===== src/rtl/ac_power_sequencer_pkg.sv =====
// rtl/ac_power_sequencer_pkg.sv - state codes, default cycle counts and helpers for the AC power sequencer
package ac_power_sequencer_pkg;

    typedef enum logic [1:0] {
        AC_ST_OFF     = 2'b00,
        AC_ST_RUN     = 2'b01,
        AC_ST_PEND    = 2'b10,
        AC_ST_HOLDOFF = 2'b11
    } ac_state_e;

    localparam int AC_CNT_W_DEF           = 16;
    localparam int AC_CLOSE_DEBOUNCE_DEF  = 16;
    localparam int AC_RESTART_DELAY_DEF   = 64;

    localparam logic [7:0] AC_ECO_CNT_MAX = 8'hFF;

    // Eco shutdown count sticks at its maximum instead of wrapping.
    function automatic logic [7:0] ac_sat_inc8(input logic [7:0] value);
        return (value == AC_ECO_CNT_MAX) ? value : value + 8'd1;
    endfunction

endpackage


===== src/rtl/ac_power_sequencer.sv =====
// rtl/ac_power_sequencer.sv - AC compressor enable sequencer with close_ac debounce and restart hold-off
module ac_power_sequencer
    import ac_power_sequencer_pkg::*;
#(
    parameter int CNT_W              = AC_CNT_W_DEF,
    parameter int CLOSE_DEBOUNCE_CYC = AC_CLOSE_DEBOUNCE_DEF,
    parameter int RESTART_DELAY_CYC  = AC_RESTART_DELAY_DEF
) (
    input  logic       clk_i,
    input  logic       rst_n_i,
    input  logic       ac_request_i,
    input  logic       close_ac_i,
    output logic       ac_enable_o,
    output logic       eco_block_o,
    output logic [1:0] ac_state_o,
    output logic [7:0] eco_shutdown_cnt_o
);

    localparam logic [CNT_W-1:0] DEBOUNCE_LAST = CNT_W'(CLOSE_DEBOUNCE_CYC - 1);
    localparam logic [CNT_W-1:0] HOLDOFF_LAST  = CNT_W'(RESTART_DELAY_CYC - 1);

    ac_state_e        state_q;
    logic [CNT_W-1:0] cnt_q;
    logic             eco_event;
    logic             eco_clear;

    // Confirmed close: request still present and close held through the whole debounce window.
    assign eco_event = (state_q == AC_ST_PEND) && ac_request_i && close_ac_i
                       && (cnt_q == DEBOUNCE_LAST);

    assign eco_clear = ((state_q == AC_ST_OFF) || (state_q == AC_ST_HOLDOFF))
                       && (!close_ac_i || !ac_request_i);

    always_ff @(posedge clk_i or negedge rst_n_i) begin
        if (!rst_n_i) begin
            state_q <= AC_ST_OFF;
            cnt_q   <= '0;
        end else begin
            case (state_q)
                AC_ST_OFF: begin
                    if (ac_request_i && !close_ac_i) begin
                        state_q <= AC_ST_RUN;
                        cnt_q   <= '0;
                    end
                end
                AC_ST_RUN: begin
                    if (!ac_request_i) begin
                        state_q <= AC_ST_HOLDOFF;
                        cnt_q   <= '0;
                    end else if (close_ac_i) begin
                        state_q <= AC_ST_PEND;
                        cnt_q   <= '0;
                    end
                end
                AC_ST_PEND: begin
                    if (!ac_request_i) begin
                        state_q <= AC_ST_HOLDOFF;
                        cnt_q   <= '0;
                    end else if (!close_ac_i) begin
                        state_q <= AC_ST_RUN;
                        cnt_q   <= '0;
                    end else if (cnt_q == DEBOUNCE_LAST) begin
                        state_q <= AC_ST_HOLDOFF;
                        cnt_q   <= '0;
                    end else begin
                        cnt_q   <= cnt_q + 1'b1;
                    end
                end
                AC_ST_HOLDOFF: begin
                    // Restart hold-off protects the compressor regardless of inputs.
                    if (cnt_q == HOLDOFF_LAST) begin
                        state_q <= AC_ST_OFF;
                        cnt_q   <= '0;
                    end else begin
                        cnt_q   <= cnt_q + 1'b1;
                    end
                end
                default: begin
                    state_q <= AC_ST_OFF;
                    cnt_q   <= '0;
                end
            endcase
        end
    end

    always_ff @(posedge clk_i or negedge rst_n_i) begin
        if (!rst_n_i) begin
            eco_block_o        <= 1'b0;
            eco_shutdown_cnt_o <= 8'd0;
        end else begin
            if (eco_event) begin
                eco_block_o        <= 1'b1;
                eco_shutdown_cnt_o <= ac_sat_inc8(eco_shutdown_cnt_o);
            end else if (eco_clear) begin
                eco_block_o        <= 1'b0;
            end
        end
    end

    assign ac_enable_o = (state_q == AC_ST_RUN) || (state_q == AC_ST_PEND);
    assign ac_state_o  = state_q;

endmodule


===== config.mk =====
export PLATFORM = sky130hd
export DESIGN_NAME = ac_power_sequencer
export DESIGN_NICKNAME = d
export VERILOG_FILES = /design/src/rtl/ac_power_sequencer_pkg.sv /design/src/rtl/ac_power_sequencer.sv
export SDC_FILE = /design/constraint.sdc
export NUM_CORES = 1
export LEC_CHECK = 0
export BUFFER_PORTS_ARGS = -buffer_cell sky130_fd_sc_hd__buf_2
export CAP_MARGIN = 0
export CORE_MARGIN = 2
export CORE_UTILIZATION = 50
export DETAILED_ROUTE_END_ITERATION = 8
export GPL_ROUTABILITY_DRIVEN = 0
export PLACE_DENSITY = 0.72
export SYNTH_ARGS = -nofsm -noshare
export SYNTH_HDL_FRONTEND = slang
export SYNTH_SLANG_ARGS = --single-unit
export TNS_END_PERCENT = 50

===== constraint.sdc =====
create_clock -name clk_i -period 1.8 [get_ports clk_i]
set_clock_uncertainty 0.15 [all_clocks]
set_input_delay 0.18 -clock clk_i [delete_from_list [all_inputs] [get_ports clk_i]]
set_output_delay 0.18 -clock clk_i [all_outputs]
set_load 0.05 [all_outputs]

==> run_results.csv <==
group,metric,value,unit
timing,layout_setup_ws,-0.1903,ns
detailed_routing,viasPerCell,5.523,
global_routing,grtUsageTotal,0.2378,
yosys,synthFlopType,"dfrtp_1",
critical_path,criticalPathCategory,"register to register",
clock_tree,cts.clk_slew.worst_paths,0.16,ns
critical_path,end_kind,"register",
global_routing,antenna_found_initial,0,
clock_tree,clk_path_buf_depth,2,
yosys,synth-adder-area-share,0.04747,
timing,rsz0062_at_grt,"yes",
place,dp_slack,-0.2713,ns
critical_path,r2r_start,"cnt_q[6]",
yosys,yosys-top-cells-area,"dfrtp_1 (43%), ha_1 (4.7%), and3_1 (3.6%)",
global_routing,grt_max_degree,28,
timing,fmax,502.4,MHz
power_and_ir_drop,p_leak,1.018,nW
layout,nets,229,
hold_path,hold_class,"input pin to register",
yosys,syn_avg_cell_area,10.07,µm²
critical_path,crit_end,"eco_shutdown_cnt_o[1]",
detailed_routing,wl,3983,µm
layout,drive_above_1_share,0.4862,
yosys,synth-simple-area-share,0.2532,
global_routing,overflow,0,
layout,syn_to_final_growth,42.80,%
detailed_routing,wl_per_cell,15.20,µm
timing,min_period,1.990,ns
floorplanning,placementRows,20,
yosys,ys_seq_area_frac,0.4272,
timing,holdWs,0.04339,ns
global_routing,grt_pass1_wl,6444,µm
power_and_ir_drop,ir_drop,0.001324,V
floorplanning,die_width,60.24,µm
yosys,synth_top_area_frac,0.4272,
clock_tree,cts-root-buf,"clkbuf_4",
yosys,synth_nets,167,
layout,stdcell_area,2258,µm²
layout,final_util,0.7459,
place,port_buffers,15,
detailed_routing,vias,1447,
timing,finalCritPeriodShare,1.106,
yosys,syn_area,1582,µm²
critical_path,required,1.90,ns
clock_tree,clk_latency,0.34,ns
clock_tree,numCtsBuffers,3,
critical_path,path_max_fanout,6,
detailed_routing,first_pass_iters,4,
power_and_ir_drop,power,2.276,mW
detailed_routing,initialDrtViolationCount,75,
critical_path,startpoint,"cnt_q[6]",
yosys,synth-async-reset-ratio,1.000,
layout,antenna_cells,0,
critical_path,reg2reg_to,"eco_shutdown_cnt_o[1]",
floorplanning,start_util,0.5223,
clock_tree,cts_tree,"yes",
yosys,synth_compound_gate_area_share,0.1543,
yosys,synth_edf_count,0,
place,dpl.hpwl,2961,µm
timing,worst_pin_slew,0.5979,ns
clock_tree,cts_max_level,1,
detailed_routing,drc,0,
yosys,synth_top_family_by_area,"simple AND/OR/NAND/NOR gates",
floorplanning,coreArea,3028,µm²
status,violations,"setup timing",
status,status,"complete, but fails checks",
place,placed_area,2069,µm²
timing,setup_viol_count_final,26,
floorplanning,ios,16,
timing,hold_viol_final,0,
critical_path,ff2ff_setup_slack,-0.19,ns
global_routing,grt_pass1_vias,1414,
critical_path,worst_setup_path_start_kind,"register",
yosys,synthDistinctLibCells,43,
yosys,muxShareOfSynthArea,0.03402,
critical_path,reg2reg_depth,4,
yosys,ys_seq_elements,27,
detailed_routing,drtAntennaViolNets,0,
critical_path,cp.arrival,2.09,ns
timing,slew_headroom,0.6014,
floorplanning,fp.dieArea,3629,µm²
clock_tree,clkSinkCount,27,
flow_run,drv_cap,0,
floorplanning,dieHeight,60.24,µm
layout,fillers,193,
yosys,postSynthCellCount,157,
power_and_ir_drop,powerDensity,1008,nW/µm²
yosys,synth_warnings,0,
timing,maxSlewViolCount,0,
yosys,synth-xor-area-share,0.05538,
yosys,synth_area_leader_cell,"dfrtp_1",
==> logic make-up after synthesis <==
| group | Yosys count |
|---|---|
| flops | 27 |
| mux | 5 |
| buf+inv | 10 |
| compound gates | 32 |
| fa+ha+maj | 6 |
| xor+xnor | 10 |
| simple gates | 67 |
==> sequential cells by signal, summed over array words and instances, names as in the netlist <==
| register | cells |
|---|---|
| ac_state_o | 2 |
| eco_block_o | 1 |
| cnt_q | 16 |
| eco_shutdown_cnt_o | 8 |
==> per-layer routing <==
metal	track usage	wire [µm]	up-vias
met5	0	0	-
met4	0.06984	53	0
met3	0.02597	107	6
met2	0.4161	2103	26
met1	0.3060	1718	713
li1	-	-	702
==> report_power, final <==
group,total [mW],switching (mW),internal (mW)
Combinational,1.27,0.755,0.515
Sequential,0.722,0.0601,0.662
Clock,0.284,0.198,0.0854
Total,2.28,1.01,1.26
==> Yosys cell counts (3+ instances only) <==
cell / count
a21oi_1: 6
dfrtp_1: 27
nand2_1: 12
and3_1: 9
nand3_1: 9
xor2_1: 5
nand4_1: 8
ha_1: 6
o21ai_1: 4
inv_1: 7
nand2b_1: 3
o21ai_0: 6
xnor2_1: 5
nor2_1: 10
==> worst min path at each step <==
stage,start,endpoint,cells past startpoint
after CTS,close_ac_i,eco_block_o,3
after global routing,close_ac_i,eco_block_o,3
after detailed placement,rst_n_i,cnt_q[11],1
after global placement,rst_n_i,cnt_q[11],1
final,close_ac_i,eco_block_o,3
after floorplan,rst_n_i,ac_state_o[0],0
==> final cells by class <==
type,instances,area (µm²),share of cell area
inverter,7,31.28,0.01385
multi-input combinational,120,1030,0.4560
sequential,27,686.9,0.3042
timing repair buffer,60,425.4,0.1884
clock inverter,1,7.507,0.003324
tap,44,55.05,0.02438
clock buffer,3,22.52,0.009972
==> worst max-delay path, stage by stage, from the launching register on <==
cell	delay, ns
dfrtp_1	0.44
nor4_4	0.37
nand4_4	0.20
a311oi_4	0.40
mux2_4	0.34
==> per-stage QoR <==
stage / setup TNS, ns / cells
2_1_floorplan: -0.7874 / 157
3_5_place_dp: -4.391 / 249
3_3_place_gp: -2.705 / 249
5_1_grt: -5.759 / 262
4_1_cts: -3.229 / 257
6_report: -3.469 / 262
==> layout by cell type (no fill, tap or decap), types with 3 or more instances in the layout <==
master,netlist,final
clkbuf_4,0,3
mux2_4,0,3
nor2_1,10,8
xnor2_1,5,5
buf_2,0,14
nand2b_1,3,3
and3_1,9,5
buf_4,0,43
o21ai_0,6,4
o21ai_1,4,6
nand3_1,9,6
nand3_2,0,3
dfrtp_2,0,6
nor4_4,1,3
dfrtp_1,27,20
inv_1,7,5
xor2_1,5,5
ha_4,0,3
a21oi_1,6,5
nand4_1,8,8
and3_4,0,4
nand2_1,12,10
==> repair_timing <==
item / 4_1_cts / 5_1_grt
gates resized for setup: 17 / 5
setup endpoints to repair: 27 / 26
setup buffers: 3 / 5
hold buffers: 1 / 0
hold endpoints to repair: 27 / 0
pin swaps: 8 / 9
cloned: 0 / 0
Power figures use the tool's default switching activity.
